File: config.mk
export PLATFORM = sky130hd
export DESIGN_NAME = pattern_check_arbiter
export DESIGN_NICKNAME = d
export VERILOG_FILES = /design/src/rtl/pattern_check_arbiter.sv
export SDC_FILE = /design/constraint.sdc
export NUM_CORES = 1
export LEC_CHECK = 0
export BUFFER_PORTS_ARGS = -buffer_cell sky130_fd_sc_hd__buf_2
export CORE_MARGIN = 4
export CORE_UTILIZATION = 35
export DETAILED_ROUTE_END_ITERATION = 7
export GPL_ROUTABILITY_DRIVEN = 0
export MAX_ROUTING_LAYER = met4
export PLACE_DENSITY = 0.55
export SYNTH_ARGS = -nofsm -noshare
export SYNTH_HDL_FRONTEND = slang
export SYNTH_SLANG_ARGS = --single-unit
File: constraint.sdc
create_clock -name clk -period 2.49 [get_ports clk]
set_input_delay 0.1245 -clock clk [delete_from_list [all_inputs] [get_ports clk]]
set_output_delay 0.1245 -clock clk [all_outputs]
set_load 0.02 [all_outputs]
File: src/rtl/pattern_check_arbiter.sv
// Round-robin arbiter time-sharing one 16-bit word-pair pattern checker between two requesters,
// with a valid/ready response channel and saturating per-requester match counters.
module pattern_check_arbiter #(
  parameter int unsigned CNT_W = 8
) (
  input  logic             clk,
  input  logic             rst,
  input  logic [1:0]       req_valid,
  input  logic [15:0]      req_a0,
  input  logic [15:0]      req_b0,
  input  logic [15:0]      req_a1,
  input  logic [15:0]      req_b1,
  output logic [1:0]       req_ready,
  output logic             resp_valid,
  input  logic             resp_ready,
  output logic             resp_id,
  output logic             resp_match,
  input  logic             clr_cnt,
  output logic [CNT_W-1:0] match_cnt0,
  output logic [CNT_W-1:0] match_cnt1
);

  typedef enum logic [1:0] {StIdle, StEval, StResp} state_e;

  // Odd bits 1..13 must differ, even bits 2..14 must agree.
  localparam logic [15:0]      OddMask  = 16'h2AAA;
  localparam logic [15:0]      EvenMask = 16'h5554;
  localparam logic [CNT_W-1:0] CntMax   = '1;

  state_e           state_q, state_d;
  logic             ptr_q, ptr_d;
  logic [15:0]      a_q, a_d, b_q, b_d;
  logic             id_q, id_d;
  logic             resp_id_q, resp_id_d;
  logic             resp_match_q, resp_match_d;
  logic [CNT_W-1:0] cnt0_q, cnt0_d, cnt1_q, cnt1_d;
  logic [1:0]       grant;
  logic [15:0]      diff;
  logic             match;

  always_comb begin
    diff  = a_q ^ b_q;
    match = a_q[0] & b_q[0] & ((diff & OddMask) == OddMask) &
            ((diff & EvenMask) == 16'h0000) & (a_q[15] | b_q[15]);
  end

  // ptr_q = 0 prefers requester 0 under contention.
  always_comb begin
    unique case (req_valid)
      2'b01:   grant = 2'b01;
      2'b10:   grant = 2'b10;
      2'b11:   grant = ptr_q ? 2'b10 : 2'b01;
      default: grant = 2'b00;
    endcase
  end

  always_comb begin
    state_d      = state_q;
    ptr_d        = ptr_q;
    a_d          = a_q;
    b_d          = b_q;
    id_d         = id_q;
    resp_id_d    = resp_id_q;
    resp_match_d = resp_match_q;
    cnt0_d       = cnt0_q;
    cnt1_d       = cnt1_q;
    req_ready    = 2'b00;
    unique case (state_q)
      StIdle: begin
        req_ready = grant;
        if (|grant) begin
          id_d    = grant[1];
          a_d     = grant[1] ? req_a1 : req_a0;
          b_d     = grant[1] ? req_b1 : req_b0;
          ptr_d   = ~grant[1];
          state_d = StEval;
        end
      end
      StEval: begin
        resp_id_d    = id_q;
        resp_match_d = match;
        state_d      = StResp;
        if (match && !id_q && cnt0_q != CntMax) cnt0_d = cnt0_q + 1'b1;
        if (match && id_q && cnt1_q != CntMax)  cnt1_d = cnt1_q + 1'b1;
      end
      StResp: begin
        if (resp_ready) state_d = StIdle;
      end
      default: state_d = StIdle;
    endcase
    if (clr_cnt) begin
      cnt0_d = '0;
      cnt1_d = '0;
    end
  end

  always_ff @(posedge clk or posedge rst) begin
    if (rst) begin
      state_q      <= StIdle;
      ptr_q        <= 1'b0;
      a_q          <= '0;
      b_q          <= '0;
      id_q         <= 1'b0;
      resp_id_q    <= 1'b0;
      resp_match_q <= 1'b0;
      cnt0_q       <= '0;
      cnt1_q       <= '0;
    end else begin
      state_q      <= state_d;
      ptr_q        <= ptr_d;
      a_q          <= a_d;
      b_q          <= b_d;
      id_q         <= id_d;
      resp_id_q    <= resp_id_d;
      resp_match_q <= resp_match_d;
      cnt0_q       <= cnt0_d;
      cnt1_q       <= cnt1_d;
    end
  end

  assign resp_valid = (state_q == StResp);
  assign resp_id    = resp_id_q;
  assign resp_match = resp_match_q;
  assign match_cnt0 = cnt0_q;
  assign match_cnt1 = cnt1_q;

endmodule

Word level (Yosys, flattened, before mapping)
Index checks and enable logic that the tools add are counted.
{"block": "classes", "n_addsub": 2, "eq_ne": 10, "muxes": 14, "bitwise_logic": 7, "n_reduce_logical": 15}
{"operator": "8-bit two-way mux", "count": 6}
{"operator": "16-bit two-way mux", "count": 2}
{"operator": "8-bit by 1-bit adder with 8-bit output (second input constant)", "count": 2}
{"operator": "16-bit zero test", "count": 1}
{"operator": "8-bit != test (second input constant)", "count": 2}
{"operator": "15-bit bitwise XOR", "count": 1}
{"operator": "2-bit one-hot mux with 3 select lines", "count": 2}
{"operator": "2-bit two-way mux", "count": 4}
{"operator": "2-bit AND reduction", "count": 4}
{"operator": "7-bit equality test (second input constant)", "count": 1}
{"operator": "2-bit equality test (second input constant)", "count": 3}
{"operator": "2-bit nonzero test", "count": 3}
{"operator": "1-bit AND", "count": 4}
{"operator": "2-bit by 1-bit equality test with 1-bit output (second input constant)", "count": 2}
{"operator": "1-bit logical AND", "count": 4}
{"operator": "2-bit zero test", "count": 1}
{"operator": "2-bit by 1-bit != test with 1-bit output (second input constant)", "count": 1}
{"operator": "2-bit != test (second input constant)", "count": 1}
{"operator": "2-bit OR reduction", "count": 1}
{"operator": "1-bit zero test", "count": 1}
{"operator": "1-bit inverter", "count": 1}
{"operator": "1-bit OR", "count": 1}
{"block": "totals", "reg_bits": 54, "input_bits": 70, "out_inout_bits": 21, "word_cells": 57}

Logic depth before layout (Yosys ltp)
{"block": "logic_depth", "depth_word": 10, "mapped_depth": 7, "ltp_nobuf": 6}

Worst setup path before layout
No wires, ideal clock.
{"block": "synth_path", "path_kind": "register to register", "from": "register cnt1_q[0] (netlist: match_cnt1[0])", "to": "register cnt1_q[7] (netlist: match_cnt1[7])", "setup_ps": 78, "t_arrival_ps": 1842, "required_ps": 2412, "slack_ps": 570, "path_stages_with_launch": 7, "n_path_buf": 0, "period_less_slack_ps": 1920, "path_cell_list": "dfrtp_1 -> ha_1 -> nand3_1 -> o21ai_1 -> or2_2 -> or4_1 -> a21oi_1"}
{"block": "synth_via", "elab_chain_len": 4, "word_cells_on_any_way": 8, "cone_classes": "add/sub (1); eq/ne (1); mux (3); reduce/logical (3)"}
{"element": "start: declaration", "line": "36", "rtl": "logic [CNT_W-1:0] cnt0_q, cnt0_d, cnt1_q, cnt1_d;"}
{"element": "start signal: assignment", "line": "117", "rtl": "cnt1_q <= cnt1_d;"}
{"element": "8-bit by 1-bit adder with 8-bit output or 8-bit != test (tied branches)", "line": "84", "rtl": "if (match && id_q && cnt1_q != CntMax) cnt1_d = cnt1_q + 1'b1;"}
{"element": "8-bit two-way mux or 1-bit logical AND (tied branches)", "line": "84"}
{"element": "8-bit two-way mux or 2-bit nonzero test (tied branches)"}
{"element": "8-bit two-way mux or 2-bit AND reduction (tied branches)"}
Parallel ways exist; a longest one is shown, timed or not. The select of a mux whose other input is x is not followed.
A chain may end at the register's enable or synchronous reset.

Worst setup path after layout
{"block": "layout_path", "from": "register cnt0_q[0] (netlist: match_cnt0[0])", "to": "register cnt0_q[5] (netlist: match_cnt0[5])"}
{"block": "layout_via", "elab_chain_len": 4, "word_cells_on_any_way": 8, "cone_classes": "add/sub (1); eq/ne (1); mux (3); reduce/logical (3)"}
{"element": "start: declaration", "line": "36"}
{"element": "start signal: assignment", "line": "116", "rtl": "cnt0_q <= cnt0_d;"}
{"element": "8-bit by 1-bit adder with 8-bit output or 8-bit != test (tied branches)", "line": "83", "rtl": "if (match && !id_q && cnt0_q != CntMax) cnt0_d = cnt0_q + 1'b1;"}
{"element": "8-bit two-way mux or 1-bit logical AND (tied branches)", "line": "83"}
{"element": "8-bit two-way mux or 2-bit nonzero test (tied branches)"}
{"element": "8-bit two-way mux or 2-bit AND reduction (tied branches)"}
Parallel ways exist; a longest one is shown, timed or not. The select of a mux whose other input is x is not followed.

==> flow_summary.json <==
{
  "maxSlewViolCount": 0,
  "fin_cells": 469,
  "netlist_area_um2": 2780,
  "worst_path_max_delay_cell": "dfrtp_1",
  "worstPathRequired_ns": 2.72,
  "cp_max_fo": 7,
  "antenna_found_initial": 0,
  "diodes": 0,
  "die_h_um": 97.2,
  "rsz0062_at_grt": "no",
  "yosysTopAreaCell": "dfrtp_1",
  "area_delta_synth_final_pct": 24.5,
  "cts_inserted_buffers": 5,
  "finClkSkew_ns": 0.00815,
  "maxCapViolations": 0,
  "grt_max_degree": 54,
  "h-tree-depth": 2,
  "crit_chain": "ha_1 -> and3_1 -> a31oi_1 -> nand4_1 -> or3_1 -> a21oi_1",
  "end_kind": "register",
  "ys_top_cells_by_count": "dfrtp_1 (54), nand2_1 (37), o21ai_0 (35)",
  "synth_seq_cells": 54,
  "io_buffers": 90,
  "clk_latency_ns": 0.31,
  "synth_top_area_share_pct": 48.5,
  "max-slew-margin-rel_pct": 29.6,
  "r2r_start": "match_cnt0[0]",
  "hold_violations": 0,
  "first_pass_iters": 4,
  "clk_pin_slew_ns": 0.10,
  "cp_top_family": "simple AND/OR/NAND/NOR gates",
  "gr-total-overflow": 0,
  "ir_drop_v": 0.000354,
  "whs_ns": 0.0146,
  "path_class": "reg -> reg",
  "post-synth-top-count-cell": "dfrtp_1",
  "dpl.cell_count": 460,
  "io_pins": 91,
  "cts_sinks": 54,
  "drive_gt1_share_pct": 31.1,
  "routedWlPerCell_um": 13.1,
  "finalCriticalPeriod_ns": 2.01,
  "power_density_nw_per_um2": 841,
  "synthFlopType": "dfrtp_1",
  "dpl.hpwl_um": 4690,
  "synth_warnings": 0,
  "syn_inst": 278,
  "yosys-top-cells-area": "dfrtp_1 (49%), mux2i_1 (12%), o21ai_0 (6.3%)",
  "place_ws_ns": 0.498,
  "crit_buf_inv": 0,
  "start_util_pct": 36.0,
  "grt_pass1_vias": 2279,
  "start_kind": "register",
  "dieWidth_um": 97.2,
  "final_nets": 438,
  "drtIter0Drc": 67,
  "hold_class": "in -> reg",
  "p_leak_nw": 1.77,
  "cts_root_buf": "clkbuf_8",
  "cts_tree": "done",
  "syn-num-nets": 350,
  "synthArstFlopShare_pct": 100,
  "cts_buffer_depth": 2,
  "grt_pass1_wl_um": 10600,
  "timing.final.crit_share_pct": 80.6,
  "num_rows": 32,
  "synth_cell_type_count": 37,
  "avgSynthCellArea_um2": 10.0,
  "drc": 0,
  "vias": 2270,
  "max_freq_mhz": 498,
  "cts.repair.resized": 0,
  "status": "complete, no violations",
  "synth_seq_area_share_pct": 48.5,
  "power_w": 0.00292,
  "grt_usage_pct": 13.9,
  "arrival_ns": 2.24,
  "cp-startpoint": "match_cnt0[0]",
  "worstHoldStart": "resp_ready",
  "finalWorstSetupSlack_ns": 0.484,
  "max_slew.worst_pin.slew_ns": 1.05,
  "routed_wl_um": 6150,
  "fp.dieArea_um2": 9440,
  "routed_via_density": 4.84,
  "timing.setup.tns_ns": 0,
  "crit_path_max_incr_delay_ns": 0.42,
  "synth_edf_count": 0,
  "ant_nets": 0,
  "setup-violations-final": 0,
  "core-area_um2": 7730
}
[cell usage in the layout (no fill, tap or decap), types with 4 or more instances in the layout]
cell type and count:
nand4_1 4, o21ai_1 9, nor2b_1 4, or3_1 4
o31ai_1 4, or4_1 6, inv_1 4, nand2_1 37
nor2_1 9, dfrtp_1 54, o21ai_0 33, and3_1 6
nand3_1 4, mux2i_1 32, clkbuf_8 6, xnor2_1 7
buf_2 90, buf_4 4, nor4_2 4, xor2_1 7
a21oi_1 10
[worst paths after layout]
check,endpoint,slack (ns),depth (start not counted)
min reg2reg,resp_match,0.49,2
max reg2reg,match_cnt0[5],0.48,6
min,state_q[1],0.01,2
min in group asynchronous,a_q[4],0.47,3
max,match_cnt0[5],0.48,6
max in group asynchronous,b_q[8],1.37,4
[registers in the layout, indices dropped and copies added, names as in the netlist]
name / count
a_q: 16
b_q: 16
id_q: 1
match_cnt0: 8
match_cnt1: 8
ptr_q: 1
resp_id: 1
resp_match: 1
state_q: 2
[per-stage QoR]
stage | instance area (µm²) | utilization [%]
2_1_floorplan | 2780 | -
3_3_place_gp | 3370 | 43.6
3_5_place_dp | 3370 | 43.6
4_1_cts | 3470 | 44.9
5_1_grt | 3470 | 44.9
6_report | 3470 | 44.9
[repair_timing]
action,CTS,global route
hold buffers,1,0
buffers inserted,0,0
hold endpoints to repair,31,0
setup endpoints to repair,0,0
[logic make-up after synthesis]
family	synth area share (%)
and+or+nand+nor	17.4
DFF	48.5
buffers and inverters	3.15
xor gates and xnor gates	4.40
muxes	13.1
AOI/OAI and AO/OA	12.5
adders and majority gates	0.899
[area by class of cell]
class	instances	area, µm²
Multi-Input combinational cell	204	1370
Fill cell	786	4260
Inverter	5	18.8
Sequential cell	54	1350
Timing Repair Buffer	96	510
Clock inverter	1	5.00
Tap cell	102	128
Clock buffer	7	86.3
[metal layers]
layer | share of wire, % | track usage, % | up-vias
met5 | 0 | - | -
met4 | 0.98 | 3.24 | 0
met3 | 5.6 | 3.37 | 7
met2 | 46 | 21.8 | 62
met1 | 48 | 18.3 | 1036
li1 | - | - | 1165
[power by group]
group          switching [W]  internal [W]  leakage (nW)
logic               0.000579      0.000449          1.03
clock network       0.000279      0.000225        0.0482
registers           0.000211       0.00117         0.692
No activity file was read; power rests on OpenSTA's default activity.
